==> src/rtl/bcd_mod_counter.sv <==
// Two-digit BCD counter over MIN_VAL..MAX_VAL with same-cycle carry, set-mode
// inc/dec editing and a blinking active-low seven-segment display pair.
module bcd_mod_counter #(
    parameter int unsigned MIN_VAL      = 0,
    parameter int unsigned MAX_VAL      = 59,
    parameter int unsigned BLINK_PERIOD = 50_000_000,
    parameter int unsigned ZERO_BLANK   = 0
) (
    input  logic       clk,
    input  logic       rst,
    input  logic       tick,
    input  logic       modify,
    input  logic       inc,
    input  logic       dec,
    output logic       cout,
    output logic [3:0] ones,
    output logic [3:0] tens,
    output logic [7:0] display0,
    output logic [7:0] display1
);

    localparam int unsigned BW   = $clog2(BLINK_PERIOD);
    localparam int unsigned Half = BLINK_PERIOD / 2;

    localparam logic [3:0] MinOnes = 4'(MIN_VAL % 10);
    localparam logic [3:0] MinTens = 4'(MIN_VAL / 10);
    localparam logic [3:0] MaxOnes = 4'(MAX_VAL % 10);
    localparam logic [3:0] MaxTens = 4'(MAX_VAL / 10);

    logic [3:0]    ones_q, ones_d;
    logic [3:0]    tens_q, tens_d;
    logic [BW-1:0] blink_q, blink_d;
    logic          modify_q;

    logic at_max, at_min, do_inc, do_dec, blank;

    function automatic logic [7:0] seg7(input logic [3:0] d);
        logic [7:0] s;
        case (d)
            4'd0:    s = 8'h03;
            4'd1:    s = 8'h9f;
            4'd2:    s = 8'h25;
            4'd3:    s = 8'h0d;
            4'd4:    s = 8'h99;
            4'd5:    s = 8'h49;
            4'd6:    s = 8'h41;
            4'd7:    s = 8'h1f;
            4'd8:    s = 8'h01;
            4'd9:    s = 8'h09;
            default: s = 8'hff;
        endcase
        return s;
    endfunction

    assign at_max = (tens_q == MaxTens) && (ones_q == MaxOnes);
    assign at_min = (tens_q == MinTens) && (ones_q == MinOnes);

    // Set mode edits with inc/dec only; run mode advances on tick only.
    assign do_inc = modify ? (inc & ~dec) : tick;
    assign do_dec = modify & dec & ~inc;

    always_comb begin
        ones_d = ones_q;
        tens_d = tens_q;
        if (do_inc) begin
            if (at_max) begin
                ones_d = MinOnes;
                tens_d = MinTens;
            end else if (ones_q == 4'd9) begin
                ones_d = 4'd0;
                tens_d = tens_q + 4'd1;
            end else begin
                ones_d = ones_q + 4'd1;
            end
        end else if (do_dec) begin
            if (at_min) begin
                ones_d = MaxOnes;
                tens_d = MaxTens;
            end else if (ones_q == 4'd0) begin
                ones_d = 4'd9;
                tens_d = tens_q - 4'd1;
            end else begin
                ones_d = ones_q - 4'd1;
            end
        end
    end

    // Held at zero in run mode and restarted on entry so the first half is visible.
    always_comb begin
        blink_d = '0;
        if (modify && modify_q) begin
            if (blink_q != BW'(BLINK_PERIOD - 1)) begin
                blink_d = blink_q + BW'(1);
            end
        end
    end

    always_ff @(posedge clk) begin
        if (!rst) begin
            ones_q   <= MinOnes;
            tens_q   <= MinTens;
            blink_q  <= '0;
            modify_q <= 1'b0;
        end else begin
            ones_q   <= ones_d;
            tens_q   <= tens_d;
            blink_q  <= blink_d;
            modify_q <= modify;
        end
    end

    assign blank = (blink_q >= BW'(Half));
    assign cout  = tick & ~modify & at_max & rst;
    assign ones  = ones_q;
    assign tens  = tens_q;

    always_comb begin
        display0 = seg7(ones_q);
        display1 = seg7(tens_q);
        if ((ZERO_BLANK != 0) && (tens_q == 4'd0)) begin
            display1 = 8'hff;
        end
        if (blank) begin
            display0 = 8'hff;
            display1 = 8'hff;
        end
    end

endmodule

==> config.mk <==
export PLATFORM = sky130hd
export DESIGN_NAME = bcd_mod_counter
export DESIGN_NICKNAME = d
export VERILOG_FILES = /design/src/rtl/bcd_mod_counter.sv
export SDC_FILE = /design/constraint.sdc
export NUM_CORES = 1
export LEC_CHECK = 0
export ABC_CLOCK_PERIOD_IN_PS = 2900
export CAP_MARGIN = 20
export CORE_MARGIN = 2
export CORE_UTILIZATION = 37
export DETAILED_ROUTE_END_ITERATION = 10
export DONT_BUFFER_PORTS = 1
export GPL_ROUTABILITY_DRIVEN = 0
export HOLD_SLACK_MARGIN = 0.12
export PLACE_DENSITY = 0.63
export SKIP_CTS_REPAIR_TIMING = 1
export SYNTH_ARGS = -nofsm -noshare
export SYNTH_HDL_FRONTEND = slang
export SYNTH_SLANG_ARGS = --single-unit
==> constraint.sdc <==
create_clock -name clk -period 2.9 [get_ports clk]
set_input_delay 0.58 -clock clk [delete_from_list [all_inputs] [get_ports clk]]
set_output_delay 0.58 -clock clk [all_outputs]
set_load 0.05 [all_outputs]
==> run_results.csv, run 1 <==
group,metric,value,unit
synth,synth-async-reset-ratio,0,%
cells_and_area,multi_input_area,0.00171,mm2
cells_and_area,final_layout_size_suffix_gt1_share,15.9,%
synth,yosysTopAreaCell,"sky130_fd_sc_hd__dfxtp_1",
cells_and_area,diodes,0,
timing,worst_slew_margin_rel,66.2,%
power_and_ir_drop,power_per_cell_area,552,mW/mm2
power_and_ir_drop,irDropWorstVdd,0.184,mV
floorplanning,die-area,0.00817,mm2
timing,setup-violations-final,0,
floorplanning,core_area,0.00725,mm2
cells_and_area,n_fill_cell,732,
synth,ys_dominant_reg_cell,"sky130_fd_sc_hd__dfxtp_1",
timing,finalCritPeriodShare,96.0,%
power_and_ir_drop,power_leakage,1.24,nW
cells_and_area,finalNetCount,372,
synth,yosys_register_bits,49,
synth,synth_unique_cells,52,
hold_path,hold_class,"input port to register",
cts,clock_insertion_delay_worst_skew,0.31,ns
floorplanning,dieWidth,90.4,um
drt,routed-via-count,2239,
synth,synth_area,0.00276,mm2
synth,syn_avg_cell_area,8.42,um2
place,hpwl,4.05,mm
setup_path,worst_setup_path_startpoint,"blink_q[7]",
setup_path,worst-endpoint-arrival,2.20,ns
timing,totalNegativeSetupSlack,0,ns
drt,drtAntennaViolNets,0,
run,drv.max_cap_violation_count,0,
cts,cts_max_path_buffers,2,
synth,synth.top_cells.by_area,"sky130_fd_sc_hd__dfxtp_1, sky130_fd_sc_hd__ha_1, sky130_fd_sc_hd__xor2_1, sky130_fd_sc_hd__nor2_1, sky130_fd_sc_hd__nand2_1",
setup_path,reg2reg_setup_slack,0.39,ns
outcome,run_status,"finished, final reports clean",
global_routing,grt_antenna_before_repair,0,
drt,drt_pass1_iterations,4,
synth,synthCells,328,
global_routing,maximum_number_of_pins_on_one_net_before_global_route_repair,27,
synth,synth_common_cells,"sky130_fd_sc_hd__dfxtp_1, sky130_fd_sc_hd__nor2_1, sky130_fd_sc_hd__nand2_1",
setup_path,required,2.32,ns
drt,remaining_drc_errors,0,
cells_and_area,final_core_util,43.5,%
timing,tightestPinTransition,0.502,ns
cts,tritoncts_num_sinks,49,
setup_path,crit_path_start_kind,"register",
cts,cts_made_buffers,5,
timing,finalMaxSlewViolations,0,
synth,synth_top_area_share,35.5,%
cts,tritoncts,"yes",
floorplanning,die_height,90.4,um
drt,detail_route.vias_per_cell,5.02,
floorplanning,starting_utilization_of_the_core_area,38.1,%
setup_path,sort_of_element_at_the_end_of_the_critical_path,"output pin",
synth,synth_edf_count,0,
setup_path,r2r.worst_path.cells,11,
timing,fmaxAchievable,0.359,GHz
cells_and_area,areaGrowthSynthToFinish,14.1,%
setup_path,worstReg2RegStart,"ones[1]",
drt,route.final.wire_length,5.51,mm
timing,finalCriticalPeriod,2.78,ns
cts,htreeDepth,2,
drt,drc_violation_total_after_the_first_tritonroute_iteration,105,
place,port-buffer-count,0,
setup_path,critical_path.endpoint,"display0[7]",
timing,max_clock_skew,0.00868,ns
drt,drt-wirelength-per-cell,12.3,um
timing,timing.final.hold_violations,0,
global_routing,grt_first_pass_wirelength,9.54,mm
cells_and_area,regArea,985,um2
setup_path,setup.worst_path.class,"register to output pin",
global_routing,grt_pass1_vias,2079,
global_routing,global_route.usage.total,13.8,%
floorplanning,row_count,31,
synth,ys_seq_area_share,35.5,%
synth,yosys.cell_count.top_type,"sky130_fd_sc_hd__dfxtp_1",
floorplanning,io-pin-count,31,
cts,root_buffer,"sky130_fd_sc_hd__clkbuf_8",
setup_path,cp_max_fo,7,
cts,worst_setup_hold_path_clk_slew,0.10,ns
synth,ys.warnings.count,0,
global_routing,grt-ovfl-total,0,
worst max-delay path, stage by stage, from the launching register on:
cell                       delay, ns
sky130_fd_sc_hd__dfxtp_4        0.36
sky130_fd_sc_hd__or4_4          0.54
sky130_fd_sc_hd__nor2_2         0.09
sky130_fd_sc_hd__o21bai_1       0.07
sky130_fd_sc_hd__a21oi_2        0.14
sky130_fd_sc_hd__o21bai_1       0.10
sky130_fd_sc_hd__a21o_4         0.26
sky130_fd_sc_hd__or2_4          0.34
kinds of logic after synthesis:
family / synth area share [%]
adder cells (fa/ha/maj): 9.06
buffers and inverters: 4.98
AND/OR/NAND/NOR: 25.9
other: 0.136
XOR/XNOR: 7.61
AO/OA/AOI/OAI: 14.2
flip-flops: 35.5
multiplexers: 2.58
worst min-delay path by stage:
stage | from | endpoint | slack (ns) | cells past startpoint
4_1_cts | rst | tens[2] | 0.38 | 2
2_1_floorplan | blink_q[0] | blink_q[0] | 0.43 | 1
5_1_grt | rst | tens[2] | 0.38 | 2
3_5_place_dp | blink_q[0] | blink_q[0] | 0.45 | 1
6_report | rst | tens[2] | 0.39 | 2
3_3_place_gp | blink_q[0] | blink_q[0] | 0.44 | 1
through the flow:
| step | cells | power (mW) | instance area [um2] | setup slack (ns) | hold WS (ns) |
|---|---|---|---|---|---|
| 5_1_grt | 446 | 1.84 | 3150 | -0.00109 | 0.381 |
| 6_report | 446 | 1.74 | 3150 | 0.116 | 0.390 |
| 2_1_floorplan | 329 | 1.21 | 2770 | 0.0377 | 0.426 |
| 3_3_place_gp | 436 | 1.30 | 2980 | 0.230 | 0.439 |
| 4_1_cts | 444 | 1.73 | 3080 | -0.190 | 0.380 |
| 3_5_place_dp | 436 | 1.30 | 2980 | 0.174 | 0.446 |
routing by layer:
layer | part of all wire (%) | global-route usage [%]
met5 | 0 | 0
met2 | 44 | 21.6
met4 | 1.2 | 3.46
met3 | 5.6 | 3.76
met1 | 49 | 19.0
layout make-up:
class                      count  area share [%]
sequential                    49            31.2
tap                           99            3.93
inverter                      22            2.62
multi-input combinational    248            54.3
timing repair buffer          20            4.76
clock inverter                 3           0.913
clock buffer                   5            2.18
power breakdown:
part | internal, mW | switching (mW) | total [mW]
sequential | 0.727 | 0.0265 | 0.754
combinational | 0.190 | 0.368 | 0.558
clock | 0.181 | 0.247 | 0.428
total | 1.10 | 0.642 | 1.74
layout by cell type, fill, tap and decap left out, types with 10 or more instances in the layout:
cell | synthesis | final
sky130_fd_sc_hd__ha_1 | 20 | 20
sky130_fd_sc_hd__xor2_1 | 18 | 18
sky130_fd_sc_hd__buf_4 | 3 | 20
sky130_fd_sc_hd__dfxtp_1 | 49 | 48
sky130_fd_sc_hd__nand2_1 | 27 | 27
sky130_fd_sc_hd__inv_1 | 22 | 22
sky130_fd_sc_hd__or2_4 | 0 | 14
sky130_fd_sc_hd__nand3_1 | 14 | 14
sky130_fd_sc_hd__a21oi_1 | 11 | 10
sky130_fd_sc_hd__nor2_1 | 35 | 34
(Power assumes the default switching activity.)
==> inputs of run 2 (changes only) <==
--- a/config.mk
+++ b/config.mk
@@ -8,12 +8,12 @@
 export ABC_CLOCK_PERIOD_IN_PS = 2900
 export CAP_MARGIN = 20
 export CORE_MARGIN = 2
-export CORE_UTILIZATION = 37
+export CORE_UTILIZATION = 25
 export DETAILED_ROUTE_END_ITERATION = 10
 export DONT_BUFFER_PORTS = 1
 export GPL_ROUTABILITY_DRIVEN = 0
 export HOLD_SLACK_MARGIN = 0.12
-export PLACE_DENSITY = 0.63
+export PLACE_DENSITY = 0.5
 export SKIP_CTS_REPAIR_TIMING = 1
 export SYNTH_ARGS = -nofsm -noshare
 export SYNTH_HDL_FRONTEND = slang
==> run 2 against run 1 <==
Net effect:
- final cell count rose by 9.4%
- register-to-register slack got worse by 0.04 ns
- worst setup slack got worse by 0.059 ns
- clock power rose by 3%
- utilization fell by 14 points
- critical endpoint is now display0[1]
- non-clock buffer count rose by 1
- flip-flop and latch count did not move
- power rose by 1.2%
- design area rose by 2.1%
==> run_results.csv, run 2 (synthesized netlist as in run 1, its figures left out) <==
group,metric,value,unit
timing,finalCriticalPeriod,2.84,ns
place,hpwl,4.38,mm
cells_and_area,layout.cells.most_common,"sky130_fd_sc_hd__dfxtp_1",
timing,fin_ws,0.0571,ns
drt,remaining_drc_errors,0,
cts,cts_made_buffers,5,
power_and_ir_drop,portion_of_total_power_attributed_to_combinational_logic,32.0,%
power_and_ir_drop,switching_share,36.5,%
place,place_worst_setup_slack,0.167,ns
timing,setup-violations-final,0,
cts,clock_insertion_delay_worst_skew,0.31,ns
drt,routed-via-count,2264,
drt,drt_pass1_iterations,4,
global_routing,grt_pass1_vias,2159,
setup_path,sort_of_element_at_the_end_of_the_critical_path,"output pin",
setup_path,worst_path_cell_trace,"or4_4 -> nor2_2 -> o21bai_1 -> a21oi_1 -> o21bai_2 -> a21o_4 -> or2_4",
place,dpl.cell_count,479,
timing,fmaxAchievable,0.352,GHz
floorplanning,die-area,0.0119,mm2
cts,htreeDepth,2,
setup_path,timing.critical_path.max_delay_family,"simple AND/OR/NAND/NOR gates",
cells_and_area,final_core_util,29.8,%
setup_path,crit_buf_inv,0,
outcome,run_status,"finished, final reports clean",
cells_and_area,areaGrowthSynthToFinish,16.6,%
drt,route.final.wire_length,5.93,mm
drt,drc_violation_total_after_the_first_tritonroute_iteration,70,
power_and_ir_drop,power.net_switching,0.643,mW
power_and_ir_drop,power_leakage,1.26,nW
setup_path,setup.worst_path.class,"register to output pin",
hold_path,hold_class,"input port to register",
power_and_ir_drop,power.share.sequential,43.0,%
global_routing,grt-ovfl-total,0,
setup_path,required,2.32,ns
floorplanning,die_height,109,um
power_and_ir_drop,irDropWorstVdd,0.193,mV
drt,drt-wirelength-per-cell,12.2,um
cells_and_area,layout.cells.most_common_list,"sky130_fd_sc_hd__dfxtp_1, sky130_fd_sc_hd__nor2_1, sky130_fd_sc_hd__nand2_1, sky130_fd_sc_hd__inv_1, sky130_fd_sc_hd__buf_4",
drt,detail_route.vias_per_cell,4.64,
global_routing,global_route.usage.total,10.4,%
power_and_ir_drop,power.clock.fraction,25.0,%
floorplanning,dieWidth,109,um
cells_and_area,fin_cells,488,
timing,grt_setup_unrepaired,"yes",
cts,root_buffer,"sky130_fd_sc_hd__clkbuf_8",
setup_path,timing.critical_path.slowest_stage_cell,"sky130_fd_sc_hd__or4_4",
global_routing,grt_first_pass_wirelength,10.0,mm
cells_and_area,final_layout_size_suffix_gt1_share,16.1,%
cts,cts_max_path_buffers,2,
setup_path,critical-path-max-stage-delay,0.54,ns
global_routing,grt_antenna_before_repair,0,
timing,timing.final.hold_violations,0,
power_and_ir_drop,power_per_cell_area,547,mW/mm2
cells_and_area,finalNetCount,373,
global_routing,maximum_number_of_pins_on_one_net_before_global_route_repair,27,
timing,finalCritPeriodShare,98.0,%
cts,tritoncts_num_sinks,49,
timing,finalMaxSlewViolations,0,
cts,worst_setup_hold_path_clk_slew,0.10,ns
setup_path,worst-endpoint-arrival,2.26,ns
place,port-buffer-count,0,
setup_path,cp_max_fo,7,
setup_path,crit_path_start_kind,"register",
cells_and_area,diodes,0,
floorplanning,core_area,0.0108,mm2
floorplanning,row_count,38,
power_and_ir_drop,power_report.internal_total,1.12,mW
run,drv.max_cap_violation_count,0,
floorplanning,starting_utilization_of_the_core_area,25.6,%
drt,drtAntennaViolNets,0,
cts,tritoncts,"yes",
timing,max_clock_skew,0.0132,ns
floorplanning,io-pin-count,31,
[run 2: cell types whose count changed in the layout (fill, tap and decap cells not counted), sizes merged]
cell,delta
clkbuf,+1
buf,+1
inv,-1
[run 2: path summary, 6_finish.rpt]
check	from	endpoint	slack [ns]	depth (start not counted)
worst min register to register	blink_q[0]	blink_q[0]	0.47	1
worst min-delay path	modify	modify_q	0.45	1
worst max-delay path	blink_q[7]	display0[1]	0.06	7
worst max register to register	ones[0]	register	0.35	10
[run 2: through the flow]
| step | power [mW] | instance area, um2 | TNS, ns | hold WS (ns) |
|---|---|---|---|---|
| 2_1_floorplan | 1.21 | 2770 | 0 | 0.426 |
| 4_1_cts | 1.75 | 3150 | -2.62 | 0.434 |
| 6_report | 1.76 | 3220 | 0 | 0.451 |
| 5_1_grt | 1.87 | 3220 | -0.207 | 0.448 |
| 3_5_place_dp | 1.31 | 3050 | 0 | 0.448 |
| 3_3_place_gp | 1.31 | 3050 | 0 | 0.436 |
[run 2: final cells by class]
| type | count | area (um2) |
|---|---|---|
| clock inverter | 2 | 17.5 |
| tap | 140 | 175 |
| multi-input combinational | 248 | 1720 |
| inverter | 22 | 82.6 |
| fill | 1143 | 7570 |
| sequential | 49 | 985 |
| clock buffer | 6 | 82.6 |
| timing repair buffer | 21 | 158 |
[run 2: power groups by stage]
stage	Clock, mW	Sequential, mW	Combinational [mW]
2_1_floorplan	0	0.802	0.403
3_5_place_dp	0	0.771	0.538
4_1_cts	0.457	0.757	0.541
5_1_grt	0.489	0.765	0.613
6_report	0.441	0.758	0.563
3_3_place_gp	0	0.775	0.538
[run 2: routing by layer]
metal,part of all wire (%),GRT usage [%],vias to the layer above
met3,4.4,2.75,5
li1,-,-,1172
met5,0,0,-
met2,47,16.5,39
met4,0.64,3.48,0
met1,48,13.7,1048
